<file path="config.mk">
export PLATFORM = sky130hd
export DESIGN_NAME = cal_pulse_sched
export DESIGN_NICKNAME = d
export VERILOG_FILES = /design/src/rtl/cal_pulse_sched.sv
export SDC_FILE = /design/constraint.sdc
export NUM_CORES = 1
export LEC_CHECK = 0
export ABC_AREA = 1
export ABC_CLOCK_PERIOD_IN_PS = 3350
export CAP_MARGIN = 20
export CELL_PAD_IN_SITES_DETAIL_PLACEMENT = 0
export CELL_PAD_IN_SITES_GLOBAL_PLACEMENT = 1
export CORE_ASPECT_RATIO = 0.75
export CORE_MARGIN = 2
export CORE_UTILIZATION = 35
export DETAILED_ROUTE_END_ITERATION = 8
export GPL_TIMING_DRIVEN = 0
export PLACE_DENSITY = 0.7
export SETUP_SLACK_MARGIN = 0.2
export SLEW_MARGIN = 40
export SYNTH_ARGS = -nofsm -noshare
export SYNTH_HDL_FRONTEND = slang
export SYNTH_SLANG_ARGS = --single-unit
</file>
<file path="constraint.sdc">
create_clock -name CLK40 -period 3.35 [get_ports CLK40]
set_input_delay 0.335 -clock CLK40 [delete_from_list [all_inputs] [get_ports CLK40]]
set_output_delay 0.335 -clock CLK40 [all_outputs]
set_load 0.02 [all_outputs]
</file>
<file path="src/rtl/cal_pulse_sched.sv">
// rtl/cal_pulse_sched.sv - calibration pulse burst sequencer with trigger requests
// Whole state (FSM, counters, latched config, registered outputs) optionally triplicated and voted.
module cal_pulse_sched #(
  parameter int TMR = 0
) (
  input  logic        CLK40,
  input  logic        RST_N,
  input  logic        START,
  input  logic        ABORT,
  input  logic        SEL_EXT,
  input  logic [11:0] NPULSE,
  input  logic [7:0]  DELAY,
  input  logic [3:0]  WIDTH,
  input  logic [15:0] PERIOD,
  input  logic [7:0]  TRG_LAT,
  output logic        INJ_REQ,
  output logic        EXT_REQ,
  output logic        TRG_REQ,
  output logic        BUSY,
  output logic        DONE,
  output logic        OVR,
  output logic [11:0] SENT_CNT
);

  typedef enum logic [2:0] {
    IDLE  = 3'd0,
    DLY   = 3'd1,
    PULSE = 3'd2,
    GAP   = 3'd3,
    FLUSH = 3'd4
  } state_t;

  typedef struct packed {
    state_t      state;
    logic [15:0] cnt;
    logic [7:0]  trg_cnt;
    logic        trg_pend;
    logic        sel;
    logic [11:0] npulse;
    logic [3:0]  width;
    logic [15:0] spacing;
    logic [7:0]  lat;
    logic [11:0] sent;
    logic        inj;
    logic        ext;
    logic        trg;
    logic        busy;
    logic        done;
    logic        ovr;
  } st_t;

  localparam int SW = $bits(st_t);

  st_t         q;
  st_t         n;
  logic        rise;
  logic        finish;
  logic [15:0] w2;

  assign w2 = {12'd0, WIDTH} + 16'd2;

  generate
    if (TMR != 0) begin : g_tmr
      logic [SW-1:0] r0;
      logic [SW-1:0] r1;
      logic [SW-1:0] r2;
      always_ff @(posedge CLK40) begin
        if (!RST_N) begin
          r0 <= '0;
          r1 <= '0;
          r2 <= '0;
        end else begin
          r0 <= n;
          r1 <= n;
          r2 <= n;
        end
      end
      assign q = st_t'((r0 & r1) | (r0 & r2) | (r1 & r2));
    end else begin : g_single
      logic [SW-1:0] r0;
      always_ff @(posedge CLK40) begin
        if (!RST_N) begin
          r0 <= '0;
        end else begin
          r0 <= n;
        end
      end
      assign q = st_t'(r0);
    end
  endgenerate

  always_comb begin
    n      = q;
    n.trg  = 1'b0;
    n.done = 1'b0;
    rise   = 1'b0;
    finish = 1'b0;

    if (q.trg_pend) begin
      if (q.trg_cnt == 8'd0) begin
        n.trg      = 1'b1;
        n.trg_pend = 1'b0;
      end else begin
        n.trg_cnt = q.trg_cnt - 8'd1;
      end
    end

    case (q.state)
      IDLE: begin
        if (START && !ABORT && (NPULSE != 12'd0)) begin
          n.sel      = SEL_EXT;
          n.npulse   = NPULSE;
          n.width    = WIDTH;
          n.lat      = TRG_LAT;
          n.spacing  = (PERIOD > w2) ? PERIOD : w2;
          n.sent     = 12'd0;
          n.ovr      = 1'b0;
          n.busy     = 1'b1;
          n.trg_pend = 1'b0;
          if (DELAY == 8'd0) begin
            rise = 1'b1;
          end else begin
            n.state = DLY;
            n.cnt   = {8'd0, DELAY} - 16'd1;
          end
        end
      end
      DLY: begin
        if (q.cnt == 16'd0) begin
          rise = 1'b1;
        end else begin
          n.cnt = q.cnt - 16'd1;
        end
      end
      PULSE: begin
        n.cnt = q.cnt + 16'd1;
        if (q.cnt >= {12'd0, q.width}) begin
          n.inj = 1'b0;
          n.ext = 1'b0;
          if (q.sent == q.npulse) begin
            // a trigger still counting down keeps the burst open until it fires
            if (q.trg_pend) begin
              n.state = FLUSH;
            end else begin
              finish = 1'b1;
            end
          end else begin
            n.state = GAP;
          end
        end
      end
      GAP: begin
        if (q.cnt == q.spacing - 16'd1) begin
          rise = 1'b1;
        end else begin
          n.cnt = q.cnt + 16'd1;
        end
      end
      FLUSH: begin
        if (!q.trg_pend) begin
          finish = 1'b1;
        end
      end
      default: begin
        n.state = IDLE;
      end
    endcase

    if (rise) begin
      n.state = PULSE;
      n.cnt   = 16'd0;
      n.inj   = ~n.sel;
      n.ext   = n.sel;
      n.sent  = n.sent + 12'd1;
      // a trigger still pending at a new rising edge is dropped
      if (q.trg_pend) begin
        n.ovr = 1'b1;
      end
      if (n.lat == 8'd0) begin
        n.trg      = 1'b1;
        n.trg_pend = 1'b0;
      end else begin
        n.trg      = 1'b0;
        n.trg_pend = 1'b1;
        n.trg_cnt  = n.lat - 8'd1;
      end
    end

    if (finish) begin
      n.state = IDLE;
      n.done  = 1'b1;
      n.busy  = 1'b0;
    end

    if (ABORT && (q.state != IDLE)) begin
      n.state    = IDLE;
      n.inj      = 1'b0;
      n.ext      = 1'b0;
      n.trg      = 1'b0;
      n.busy     = 1'b0;
      n.done     = 1'b0;
      n.trg_pend = 1'b0;
    end
  end

  assign INJ_REQ  = q.inj;
  assign EXT_REQ  = q.ext;
  assign TRG_REQ  = q.trg;
  assign BUSY     = q.busy;
  assign DONE     = q.done;
  assign OVR      = q.ovr;
  assign SENT_CNT = q.sent;

endmodule
</file>
==> out/qor.txt, run 1 <==
DRT
------------------------------------------------------------------------------------------
Iteration count of the initial detailed-routing pass                                     5
DRC Markers                                                                              0
Avg WL per Cell                                                                    15.0 um
Total wire length after detailed routing                                          21100 um
Initial DRC Count                                                                      533
Via total after detailed routing                                                      6820
Via density per instance                                                              4.86
Antenna-violating nets left                                                              0

GRT
------------------------------------------------------------------------------------------
Maximum number of pins on one net before global-route repair                            14
Vias in the first global route                                                        6197
Total global routing overflow                                                            0
First-pass GRT wire length                                                        33700 um
Initial antenna violation count                                                          0
Total routing usage reported by global routing                                       21.4%

POWER
------------------------------------------------------------------------------------------
Switching power of the nets                                                        2.61 mW
Seq pwr share                                                                        24.7%
Clock power share                                                                    19.0%
Post-layout total power                                                            5.53 mW
Gate power share                                                                     56.3%
Maximum resistive drop on vdd                                                       235 uV
Internal Pwr Total                                                                 2.92 mW
Total power per unit cell area                                                  681 nW/um2
Static power due to leakage                                                        3.80 nW
Switching part of the total power                                                    47.2%

WORST SETUP PATH
------------------------------------------------------------------------------------------
Highest net fanout along the worst path                                                  6
Startpoint kind of the worst setup timing path                                    register
Element type at the critical path end                                             register
Critical path class                                                           register to register
Worst endpoint data arrival time                                                   3180 ps
Data required time at the worst endpoint                                           3590 ps

FINAL LAYOUT
------------------------------------------------------------------------------------------
Fin cells                                                                             1403
Proportion of layout cells with a drive suffix above 1                               8.74%
Sequential cell area                                                              1740 um2
Top reg by flops                                                               g_single.r0
# fillers                                                                             2020
Synth-to-Final Area Change                                                           20.7%
Flip-flop count of the largest register, all copies and words added                     87
Area occupied by multi-input gates                                                4230 um2
Final-stage net count                                                                 1235
Share of the core filled with cells                                                  43.5%
ANT cells                                                                                0
Biggest registers after layout                                                g_single.r0 (87)

SYNTHESIS
------------------------------------------------------------------------------------------
Number of instances in the synthesized netlist                                        1068
Post-synthesis sequential area ratio                                                 25.9%
Netlist cell types                                                                      52
Synth Warn #                                                                             0
Area share of the largest cell type after synthesis                                  25.9%
Mapped Area                                                                       6730 um2
Count of flip-flops with a built-in enable after synthesis                               0
Most frequent cells after synthesis                                           sky130_fd_sc_hd__nand2_1 (269), sky130_fd_sc_hd__inv_1 (138), sky130_fd_sc_hd__nor2_1 (133)
Average instance area after synthesis                                             6.30 um2
Cell accounting for the most synthesized area                                 sky130_fd_sc_hd__dfxtp_1
Post-synth net total                                                                  1151
Most instantiated library cell after synthesis                                sky130_fd_sc_hd__nand2_1
Top area cells in the synthesized netlist                                     sky130_fd_sc_hd__dfxtp_1 (26%), sky130_fd_sc_hd__nand2_1 (15%), sky130_fd_sc_hd__inv_1 (7.7%)
Share of flip-flops with an asynchronous set or reset                                   0%
Most instantiated flip-flop cell in the synthesis netlist                     sky130_fd_sc_hd__dfxtp_1
Number of synthesized register bits                                                     87

CLOCK NETWORK
------------------------------------------------------------------------------------------
Clock Path Buffers                                                                       2
Clock tree root buffer cell                                                   sky130_fd_sc_hd__clkbuf_16
TritonCTS clock tree                                                                   yes
Total number of clock tree sinks                                                        87
H-tree levels                                                                            3
Clock edge transition at the registers on the reported setup and hold paths          70 ps
Num CTS Buffers                                                                          9
Clock latency on the worst-skew pair                                                340 ps

TIMING
------------------------------------------------------------------------------------------
Max frequency                                                                      339 MHz
Worst slew pin tran                                                                 738 ps
Unrepaired setup endpoints after global routing                                      false
Final setup violating endpoints                                                          0
Worst max-slew margin expressed relative to the limit                                50.8%
Total negative slack                                                                  0 ps
Maximum clock skew at final layout                                                 10.3 ps
Final critical delay including setup and external delays                           2950 ps
Slew Viols, Final                                                                        0
Setup WS post-layout                                                                404 ps
Final Hold Viols                                                                         0
Final critical-path share of the clock period                                        87.9%

DIE
------------------------------------------------------------------------------------------
Row count                                                                               43
Number of primary I/O pins                                                              71
Die Footprint                                                                    20400 um2
Core Footprint                                                                   18700 um2
Die outline height                                                                  124 um
Initial core utilization                                                             36.0%
Die span in x                                                                       164 um

PLACEMENT
------------------------------------------------------------------------------------------
Number of instances in the placed design                                              1385
Number of port buffers                                                                  70
Pre-CTS setup slack                                                                -109 ps
Placer's final routability congestion estimate                                       0.864
Half-perimeter wire length of the detailed placement result                       17200 um

STATUS
------------------------------------------------------------------------------------------
Status                                                                        complete, no violations

JOB
------------------------------------------------------------------------------------------
Max Cap Viol                                                                             0

MIN PATH
------------------------------------------------------------------------------------------
Min-delay worst type                                                          register to register

[area by class of cell]
| class | count | share of cell area [%] |
|---|---|---|
| multi-input cells | 797 | 52.1 |
| repair buffers | 73 | 9.06 |
| clock buffers | 12 | 3.16 |
| plain buffers | 37 | 3.07 |
| clock inverters | 3 | 0.524 |
| inverters | 147 | 6.84 |
| well taps | 247 | 3.81 |
| flip-flops and latches | 87 | 21.5 |
[metrics by stage]
stage,hold WS (ps),area (um2)
floorplan,435,6730
global placement,453,7740
detailed placement,455,7740
CTS,465,8090
global route,478,8120
finish,462,8120
[cells in the final DEF (no fill, tap or decap), types with 3 or more instances in the layout]
cell type,count
sky130_fd_sc_hd__nand2_1,267
sky130_fd_sc_hd__o211ai_1,3
sky130_fd_sc_hd__clkbuf_16,9
sky130_fd_sc_hd__or2_2,4
sky130_fd_sc_hd__clkbuf_1,12
sky130_fd_sc_hd__ha_1,29
sky130_fd_sc_hd__a21boi_0,4
sky130_fd_sc_hd__buf_2,4
sky130_fd_sc_hd__nor4_1,3
sky130_fd_sc_hd__o21ai_0,44
sky130_fd_sc_hd__inv_1,137
sky130_fd_sc_hd__buf_4,15
sky130_fd_sc_hd__nor2_2,5
sky130_fd_sc_hd__nand2_4,4
sky130_fd_sc_hd__o21ai_1,8
sky130_fd_sc_hd__nand2_2,11
sky130_fd_sc_hd__a211oi_1,7
sky130_fd_sc_hd__inv_2,8
sky130_fd_sc_hd__nand4_1,34
sky130_fd_sc_hd__clkdlybuf4s50_1,70
sky130_fd_sc_hd__nor2_4,6
sky130_fd_sc_hd__dfxtp_1,86
sky130_fd_sc_hd__nand3_1,68
sky130_fd_sc_hd__xor2_1,29
sky130_fd_sc_hd__nand3_4,3
sky130_fd_sc_hd__nand3_2,3
sky130_fd_sc_hd__a21oi_1,74
sky130_fd_sc_hd__nor3_1,14
sky130_fd_sc_hd__buf_6,6
sky130_fd_sc_hd__o21ai_2,6
sky130_fd_sc_hd__xnor2_1,12
sky130_fd_sc_hd__nor2_1,132
sky130_fd_sc_hd__or2_1,3
[worst max-delay path, cell delays in order (launching register included)]
cell,delay (ps)
sky130_fd_sc_hd__dfxtp_1,360
sky130_fd_sc_hd__inv_2,90
sky130_fd_sc_hd__nand2_2,90
sky130_fd_sc_hd__nor2_2,160
sky130_fd_sc_hd__inv_1,110
sky130_fd_sc_hd__nand2_4,120
sky130_fd_sc_hd__clkinvlp_4,140
sky130_fd_sc_hd__buf_12,160
sky130_fd_sc_hd__ha_1,380
sky130_fd_sc_hd__a21oi_1,300
sky130_fd_sc_hd__inv_1,120
sky130_fd_sc_hd__a31oi_4,190
sky130_fd_sc_hd__o21ai_0,120
sky130_fd_sc_hd__or2_2,290
sky130_fd_sc_hd__a21oi_1,150
sky130_fd_sc_hd__nor2_1,50
[kinds of logic (layout without fill, tap and decap cells)]
| kind of cell | count (synthesis) | in the layout | share of synthesized area (%) |
|---|---|---|---|
| buffers and inverters | 184 | 272 | 11.9 |
| and+or+nand+nor | 565 | 565 | 37.6 |
| DFF | 87 | 87 | 25.9 |
| muxes | 1 | 1 | 0.149 |
| AOI/OAI and AO/OA | 159 | 159 | 13.2 |
| xor gates and xnor gates | 42 | 42 | 5.58 |
| adders and majority gates | 30 | 30 | 5.69 |
[power groups by stage]
stage                     Clock, mW  Combinational (mW)  Sequential, mW
final                          1.05                3.11            1.36
after global routing           1.10                3.56            1.39
after CTS                      1.07                3.05            1.36
after detailed placement          0                3.01            1.38
after global placement            0                3.02            1.38
after floorplan                   0                2.26            1.33
[per-layer routing]
layer | vias to the layer above | GRT usage [%] | part of all wire, %
li1 | 3602 | - | -
met5 | - | 0 | 0
met2 | 162 | 27.8 | 36
met3 | 8 | 3.36 | 5.2
met1 | 3048 | 36.3 | 58
met4 | 0 | 2.41 | 0.47
[worst paths after layout]
kind	start	end	slack, ps	cells after the start
setup / recovery	g_single.r0[86]$_SDFFE_PP0P_	g_single.r0[79]$_SDFFE_PP0P_	400	15
hold / removal	g_single.r0[44]$_SDFFE_PN0P_	g_single.r0[44]$_SDFFE_PN0P_	460	2
setup reg to reg	g_single.r0[86]$_SDFFE_PP0P_	g_single.r0[79]$_SDFFE_PP0P_	400	15
hold reg to reg	g_single.r0[44]$_SDFFE_PN0P_	g_single.r0[44]$_SDFFE_PN0P_	460	2
[what timing repair did]
| item | 4_1_cts | 5_1_grt |
|---|---|---|
| hold buffers | 0 | 0 |
| endpoints found under the setup margin | 3 | 7 |
| gates resized for setup | 4 | 7 |
| buffers inserted | 3 | 0 |
Power figures use the tool's default switching activity.
==> inputs of run 2 (changes only) <==
Settings changed: MAX_ROUTING_LAYER set to met4.
==> run 2 against run 1 <==
  * Routed wire length fell by 0.46%
  * Power shrank 0.27%
  * Global-route usage increased by 0.60 points
  * Worst setup slack better by 7.6 ps
  * Register-to-register slack barely moved
  * Clock-buffer cell count is the same
  * Critical endpoint unchanged
==> out/qor.txt, run 2 (synthesis results as in run 1) <==
TIMING
------------------------------------------------------------------------------------------
Setup WS post-layout                                                                411 ps   +7.61 ps
Total negative slack                                                                  0 ps   unchanged
Max frequency                                                                      340 MHz   +0.26%
Maximum clock skew at final layout                                                 6.33 ps   -3.97 ps
Final critical delay including setup and external delays                           2940 ps   -7.61 ps
Final critical-path share of the clock period                                        87.7%   -0.23 points
Final setup violating endpoints                                                          0   unchanged
Slew Viols, Final                                                                        0   unchanged
Unrepaired setup endpoints after global routing                                      false
Worst slew pin tran                                                                 731 ps   -7.46 ps
Worst max-slew margin expressed relative to the limit                                50.8%   about the same
Final Hold Viols                                                                         0   unchanged

POWER
------------------------------------------------------------------------------------------
Clock power share                                                                    18.8%   -0.2 points
Switching power of the nets                                                        2.59 mW   -0.57%
Maximum resistive drop on vdd                                                       235 uV   about the same
Total power per unit cell area                                                  679 nW/um2   -0.27%
Internal Pwr Total                                                                 2.92 mW   about the same
Static power due to leakage                                                        3.80 nW   unchanged
Seq pwr share                                                                        24.7%   about the same
Post-layout total power                                                            5.51 mW   -0.27%
Gate power share                                                                     56.4%   about the same
Switching part of the total power                                                    47.1%   -0.14 points

FINAL LAYOUT
------------------------------------------------------------------------------------------
Synth-to-Final Area Change                                                           20.7%   unchanged
ANT cells                                                                                0   unchanged
Leading cell types in the layout, fill and taps excluded                      sky130_fd_sc_hd__nand2_1 (267), sky130_fd_sc_hd__inv_1 (137), sky130_fd_sc_hd__nor2_1 (132)
Top reg by flops                                                               g_single.r0
# fillers                                                                             2020   unchanged
Final-stage net count                                                                 1235   unchanged
Proportion of layout cells with a drive suffix above 1                               8.74%   unchanged
Flip-flop count of the largest register, all copies and words added                     87   unchanged
Commonest non-fill, non-tap cell in the layout                                sky130_fd_sc_hd__nand2_1
Biggest registers after layout                                                g_single.r0 (87)

DIE
------------------------------------------------------------------------------------------
Die Footprint                                                                    20400 um2   unchanged
Row count                                                                               43   unchanged
Die span in x                                                                       164 um   unchanged
Initial core utilization                                                             36.0%   unchanged
Core Footprint                                                                   18700 um2   unchanged
Die outline height                                                                  124 um   unchanged
Number of primary I/O pins                                                              71   unchanged

CLOCK NETWORK
------------------------------------------------------------------------------------------
Num CTS Buffers                                                                          9   unchanged
Clock edge transition at the registers on the reported setup and hold paths          70 ps   about the same
Clock Path Buffers                                                                       2   unchanged
Clock tree root buffer cell                                                   sky130_fd_sc_hd__clkbuf_16
Clock latency on the worst-skew pair                                                340 ps   about the same
Total number of clock tree sinks                                                        87   unchanged
TritonCTS clock tree                                                                   yes
H-tree levels                                                                            3   unchanged
Hold-fix buffers, CTS                                                                    0   unchanged

GRT
------------------------------------------------------------------------------------------
Initial antenna violation count                                                          0   unchanged
Total routing usage reported by global routing                                       22.0%   +0.60 points
First-pass GRT wire length                                                        33600 um   -0.16%
Total global routing overflow                                                            0   unchanged
Maximum number of pins on one net before global-route repair                            14   unchanged
Vias in the first global route                                                        6193   -0.065%

DRT
------------------------------------------------------------------------------------------
Iteration count of the initial detailed-routing pass                                     5   unchanged
Met3 layer wire length in the routed design                                        1030 um   -5.6%
Initial DRC Count                                                                      486   -8.8%
Top metal layer carrying routed signals                                               met4
Avg WL per Cell                                                                    15.0 um   -0.46%
Antenna-violating nets left                                                              0   unchanged
DRC Markers                                                                              0   unchanged
Via total after detailed routing                                                      6815   -0.073%
Met2 wire length                                                                   7590 um   -0.65%
Total wire length after detailed routing                                          21000 um   -0.46%
Met1 Routed Length                                                                12300 um   -0.21%
Via density per instance                                                              4.86   about the same

WORST SETUP PATH
------------------------------------------------------------------------------------------
Slack of the worst reg-to-reg path                                                  410 ps   about the same
Critical path class                                                           register to register
Startpoint kind of the worst setup timing path                                    register
Worst endpoint data arrival time                                                   3170 ps   about the same
Element type at the critical path end                                             register
Cell-by-cell listing of the critical path                                     inv_2 -> nand2_2 -> nor2_2 -> inv_1 -> nand2_4 -> clkinvlp_4 -> buf_12 -> ha_1 -> a21oi_1 -> inv_1 -> a31oi_4 -> o21ai_0 -> or2_2 -> a21oi_1 -> nor2_1
Cell class contributing the biggest share of worst-path delay                 compound AO/OA/AOI/OAI gates
Crit path buffers/inverters                                                              5   unchanged
Data required time at the worst endpoint                                           3590 ps   about the same
Max incr delay on CP                                                                390 ps   about the same
Cell with the largest stage delay on the worst path                           sky130_fd_sc_hd__ha_1
Highest net fanout along the worst path                                                  6   unchanged

PLACEMENT
------------------------------------------------------------------------------------------
Number of port buffers                                                                  70   unchanged
Half-perimeter wire length of the detailed placement result                       17200 um   unchanged
Pre-CTS setup slack                                                                -109 ps   unchanged
Placer's final routability congestion estimate                                       0.878   +1.6%

MIN PATH
------------------------------------------------------------------------------------------
Min-delay worst type                                                          register to register

STATUS
------------------------------------------------------------------------------------------
Status                                                                        complete, no violations

JOB
------------------------------------------------------------------------------------------
Max Cap Viol                                                                             0   unchanged

run 2: cell counts in the layout (fill, tap and decap cells not counted):
No cell type changed its count.
run 2: worst paths after layout:
path | startpoint | end | cells after the start
setup / recovery | g_single.r0[86]$_SDFFE_PP0P_ | g_single.r0[79]$_SDFFE_PP0P_ | 15
hold / removal | g_single.r0[44]$_SDFFE_PN0P_ | g_single.r0[44]$_SDFFE_PN0P_ | 2
setup reg to reg | g_single.r0[86]$_SDFFE_PP0P_ | g_single.r0[79]$_SDFFE_PP0P_ | 15
hold reg to reg | g_single.r0[44]$_SDFFE_PN0P_ | g_single.r0[44]$_SDFFE_PN0P_ | 2
run 2: routing by layer:
metal	global-route usage (%)	up-vias
met5	-	-
met4	2.41	0
met3	3.03	11
met2	27.8	166
met1	36.4	3036
li1	-	3602
run 2: what timing repair did:
action	CTS	global route
endpoints found under the setup margin	3	7
hold endpoints to repair	0	0
gates resized for setup	4	7
buffers inserted	3	0
run 2: power by group through the flow:
stage	combinational [mW]	clock, mW	sequential [mW]
final	3.11	1.04	1.36
after global routing	3.56	1.10	1.39
after CTS	3.05	1.07	1.36
after detailed placement	3.01	0	1.38
after global placement	3.02	0	1.38
after floorplan	2.26	0	1.33
run 2: worst min-delay path: stages, from the launching register on:
cell                      delay (ps)
sky130_fd_sc_hd__dfxtp_1         300
sky130_fd_sc_hd__inv_1            60
sky130_fd_sc_hd__a21oi_1          60
run 2: stage by stage:
step | area, um2 | instances | hold slack [ps] | utilization (%)
after floorplan | 6730 | 1068 | 435 | -
after global placement | 7740 | 1385 | 453 | 41.5
after detailed placement | 7740 | 1385 | 455 | 41.5
after CTS | 8090 | 1403 | 465 | 43.3
after global routing | 8120 | 1403 | 478 | 43.5
final | 8120 | 1403 | 459 | 43.5
run 2: cell type report:
cell class | instances | area [um2] | share of cell area [%]
Timing Repair Buffer | 73 | 736 | 9.06
Clock buffer | 12 | 256 | 3.16
Inverter | 147 | 556 | 6.84
Tap cell | 247 | 309 | 3.81
Sequential cell | 87 | 1740 | 21.5
Buffer | 37 | 249 | 3.07
Clock inverter | 3 | 42.5 | 0.524
Multi-Input combinational cell | 797 | 4230 | 52.1
==> inputs of run 3 (changes only) <==
Settings changed: ABC_AREA 1 to unset, CTS_CLUSTER_SIZE set to 40, PLACE_DENSITY 0.7 to 0.67.
==> run 3 against run 2 <==
  * Worst hold slack improved by 3.8 ps
  * Flip-flop and latch count did not move
  * Cell count fell by 22%
  * Worst setup slack lost 190 ps
  * Sequential power rose by 7%
  * Sequential share of layout area increased by 0.85 points
  * Power up 13%
  * Fmax shrank 5.9%
  * Synthesized cell count shrank 27%
  * Non-clock buffer count increased by 34
  * Critical path type unchanged
==> out/qor.txt, run 3 <==
DIE
------------------------------------------------------------------------------------------
Die outline height                                                                  118 um   -4.7%
Core Footprint                                                                   16900 um2   -9.3%
Die Footprint                                                                    18500 um2   -9.1%
Row count                                                                               41   -4.7%
Number of primary I/O pins                                                              71   unchanged
Die span in x                                                                       156 um   -4.7%
Initial core utilization                                                             36.0%   about the same

SYNTHESIS
------------------------------------------------------------------------------------------
Share of flip-flops with an asynchronous set or reset                                   0%   unchanged
Most instantiated library cell after synthesis                                sky130_fd_sc_hd__nand2_1
Count of flip-flops with a built-in enable after synthesis                               0   unchanged
Post-synthesis sequential area ratio                                                 28.6%   +2.7 points
Average instance area after synthesis                                             7.87 um2   +25%
Mapped Area                                                                       6100 um2   -9.4%
Most instantiated flip-flop cell in the synthesis netlist                     sky130_fd_sc_hd__dfxtp_1
Top area cells in the synthesized netlist                                     sky130_fd_sc_hd__dfxtp_1 (29%), sky130_fd_sc_hd__ha_1 (6.0%), sky130_fd_sc_hd__xnor2_1 (5.9%)
Post-synth net total                                                                   858   -25%
Netlist cell types                                                                      75   +44%
Number of synthesized register bits                                                     87   unchanged
Area share of the largest cell type after synthesis                                  28.6%   +2.7 points
Most frequent cells after synthesis                                           sky130_fd_sc_hd__nand2_1 (93), sky130_fd_sc_hd__dfxtp_1 (87), sky130_fd_sc_hd__a21oi_1 (65)
Number of instances in the synthesized netlist                                         775   -27%
Synth Warn #                                                                             0   unchanged
Cell accounting for the most synthesized area                                 sky130_fd_sc_hd__dfxtp_1

DRT
------------------------------------------------------------------------------------------
Antenna-violating nets left                                                              0   unchanged
Iteration count of the initial detailed-routing pass                                     5   unchanged
Via density per instance                                                              5.63   +16%
Via total after detailed routing                                                      6189   -9.2%
Initial DRC Count                                                                      396   -19%
DRC Markers                                                                              0   unchanged
Avg WL per Cell                                                                    18.3 um   +22%
Total wire length after detailed routing                                          20100 um   -4.3%

FINAL LAYOUT
------------------------------------------------------------------------------------------
Share of the core filled with cells                                                  46.3%   +2.8 points
Synth-to-Final Area Change                                                           28.5%
Proportion of layout cells with a drive suffix above 1                               14.4%   +5.6 points
Top reg by flops                                                               g_single.r0
Leading cell types in the layout, fill and taps excluded                      sky130_fd_sc_hd__nand2_1 (93), sky130_fd_sc_hd__dfxtp_1 (84), sky130_fd_sc_hd__clkdlybuf4s50_1 (70)
Biggest registers after layout                                                g_single.r0 (87)
ANT cells                                                                                0   unchanged
Commonest non-fill, non-tap cell in the layout                                sky130_fd_sc_hd__nand2_1
Final-stage net count                                                                  962   -22%
Flip-flop count of the largest register, all copies and words added                     87   unchanged

TIMING
------------------------------------------------------------------------------------------
Worst slew pin tran                                                                 957 ps   +226 ps
Final Hold Viols                                                                         0   unchanged
Final critical delay including setup and external delays                           3120 ps   +186 ps
Maximum clock skew at final layout                                                 11.6 ps   +5.25 ps
Max frequency                                                                      320 MHz   -5.9%
Unrepaired setup endpoints after global routing                                       true
Worst max-slew margin expressed relative to the limit                                35.7%   -15 points
Slew Viols, Final                                                                        0   unchanged
Final setup violating endpoints                                                          0   unchanged
Final critical-path share of the clock period                                        93.3%   +5.5 points

CLOCK NETWORK
------------------------------------------------------------------------------------------
Clock edge transition at the registers on the reported setup and hold paths          70 ps   about the same
Num CTS Buffers                                                                          9   unchanged
Clock latency on the worst-skew pair                                                350 ps   about the same
Clock Path Buffers                                                                       2   unchanged
Hold-fix buffers, CTS                                                                    0   unchanged
H-tree levels                                                                            3   unchanged
Total number of clock tree sinks                                                        87   unchanged
Clock tree root buffer cell                                                   sky130_fd_sc_hd__clkbuf_16
TritonCTS clock tree                                                                   yes

GRT
------------------------------------------------------------------------------------------
First-pass GRT wire length                                                        31400 um   -6.6%
Vias in the first global route                                                        5802   -6.3%
Total global routing overflow                                                            0   unchanged
Total routing usage reported by global routing                                       22.1%   +0.048 points
Initial antenna violation count                                                          0   unchanged
Maximum number of pins on one net before global-route repair                            17   +3

PLACEMENT
------------------------------------------------------------------------------------------
Half-perimeter wire length of the detailed placement result                       15000 um   -13%
Number of port buffers                                                                  70   unchanged
Placer's final routability congestion estimate                                       0.846   -3.7%

WORST SETUP PATH
------------------------------------------------------------------------------------------
Critical path class                                                           register to register
Worst endpoint data arrival time                                                   3360 ps   +190 ps
Highest net fanout along the worst path                                                  7   +1
Data required time at the worst endpoint                                           3590 ps   about the same
Startpoint kind of the worst setup timing path                                    register
Element type at the critical path end                                             register

MIN PATH
------------------------------------------------------------------------------------------
Min-delay worst type                                                          register to register

POWER
------------------------------------------------------------------------------------------
Post-layout total power                                                            6.22 mW   +13%
Maximum resistive drop on vdd                                                       296 uV   +26%
Total power per unit cell area                                                  795 nW/um2   +17%
Static power due to leakage                                                        2.82 nW   -26%

STATUS
------------------------------------------------------------------------------------------
Status                                                                        complete, no violations

JOB
------------------------------------------------------------------------------------------
Max Cap Viol                                                                             0   unchanged

run 3: changes by cell type in the layout (fill, tap and decap cells not counted), sizes merged, moves of 25 or more:
cell / before / now
nand2: 282 / 94
inv: 145 / 29
xnor2: 12 / 41
nor2: 144 / 56
nand3: 74 / 26
o21ai: 58 / 33
run 3: power breakdown:
part	switching [mW]	total [mW]	internal, mW
logic	2.01	3.63	1.62
registers	0.255	1.46	1.21
clock network	0.471	1.13	0.662
run 3: layer usage:
layer / track usage [%] / share of wire [%] / vias up
li1: - / - / 3027
met1: 33.5 / 52 / 2961
met3: 3.74 / 6.0 / 13
met2: 30.9 / 42 / 188
met5: - / 0 / -
met4: 3.44 / 0.60 / 0
run 3: final cells by class:
| type | instances | area [um2] |
|---|---|---|
| fillers | 1674 | 9100 |
| multi-input cells | 609 | 4190 |
| flip-flops and latches | 87 | 1750 |
| repair buffers | 92 | 863 |
| plain buffers | 52 | 318 |
| well taps | 215 | 269 |
| clock buffers | 9 | 225 |
| inverters | 27 | 110 |
| clock inverters | 7 | 101 |
| repair inverters | 1 | 7.51 |
run 3: kinds of logic after synthesis:
logic type                 share of synthesized area (%)
and+or+nand+nor                                     26.5
AOI/OAI and AO/OA                                   20.9
DFF                                                 28.6
buffers and inverters                               6.57
xor gates and xnor gates                            8.17
adders and majority gates                           6.28
muxes                                               2.96
run 3: critical path: stages, from the launching register on:
cell	delay, ps
sky130_fd_sc_hd__dfxtp_2	330
sky130_fd_sc_hd__buf_6	130
sky130_fd_sc_hd__inv_6	40
sky130_fd_sc_hd__nor2_4	120
sky130_fd_sc_hd__clkinvlp_4	240
sky130_fd_sc_hd__ha_4	250
sky130_fd_sc_hd__or4_4	540
sky130_fd_sc_hd__o221a_4	250
sky130_fd_sc_hd__o31a_1	320
sky130_fd_sc_hd__o31a_1	320
sky130_fd_sc_hd__buf_4	150
sky130_fd_sc_hd__nand4b_1	90
sky130_fd_sc_hd__o211a_1	180
sky130_fd_sc_hd__o21ai_1	60
run 3: final timing paths:
| check | startpoint | endpoint | slack, ps | depth (start not counted) |
|---|---|---|---|---|
| min reg2reg | g_single.r0[45]$_SDFFE_PN0P_ | g_single.r0[45]$_SDFFE_PN0P_ | 460 | 2 |
| min | g_single.r0[45]$_SDFFE_PN0P_ | g_single.r0[45]$_SDFFE_PN0P_ | 460 | 2 |
| max | g_single.r0[85]$_SDFFE_PP0P_ | g_single.r0[82]$_SDFFE_PP0P_ | 230 | 13 |
| max reg2reg | g_single.r0[85]$_SDFFE_PP0P_ | g_single.r0[82]$_SDFFE_PP0P_ | 230 | 13 |
run 3: timing repair:
item	4_1_cts	5_1_grt
pin swaps	3	13
endpoints found under the setup margin	57	44
gates resized for setup	15	44
setup buffers	7	14
gates cloned	1	1
run 3: metrics by stage:
step	instances	area, um2	hold WS (ps)	setup TNS [ps]	setup slack, ps
floorplan	775	6100	436	0	286
global placement	1060	7070	447	-22080	-589
detailed placement	1060	7070	455	-20120	-521
CTS	1084	7530	464	0	136
global route	1099	7830	484	0	150
finish	1099	7830	463	0	225
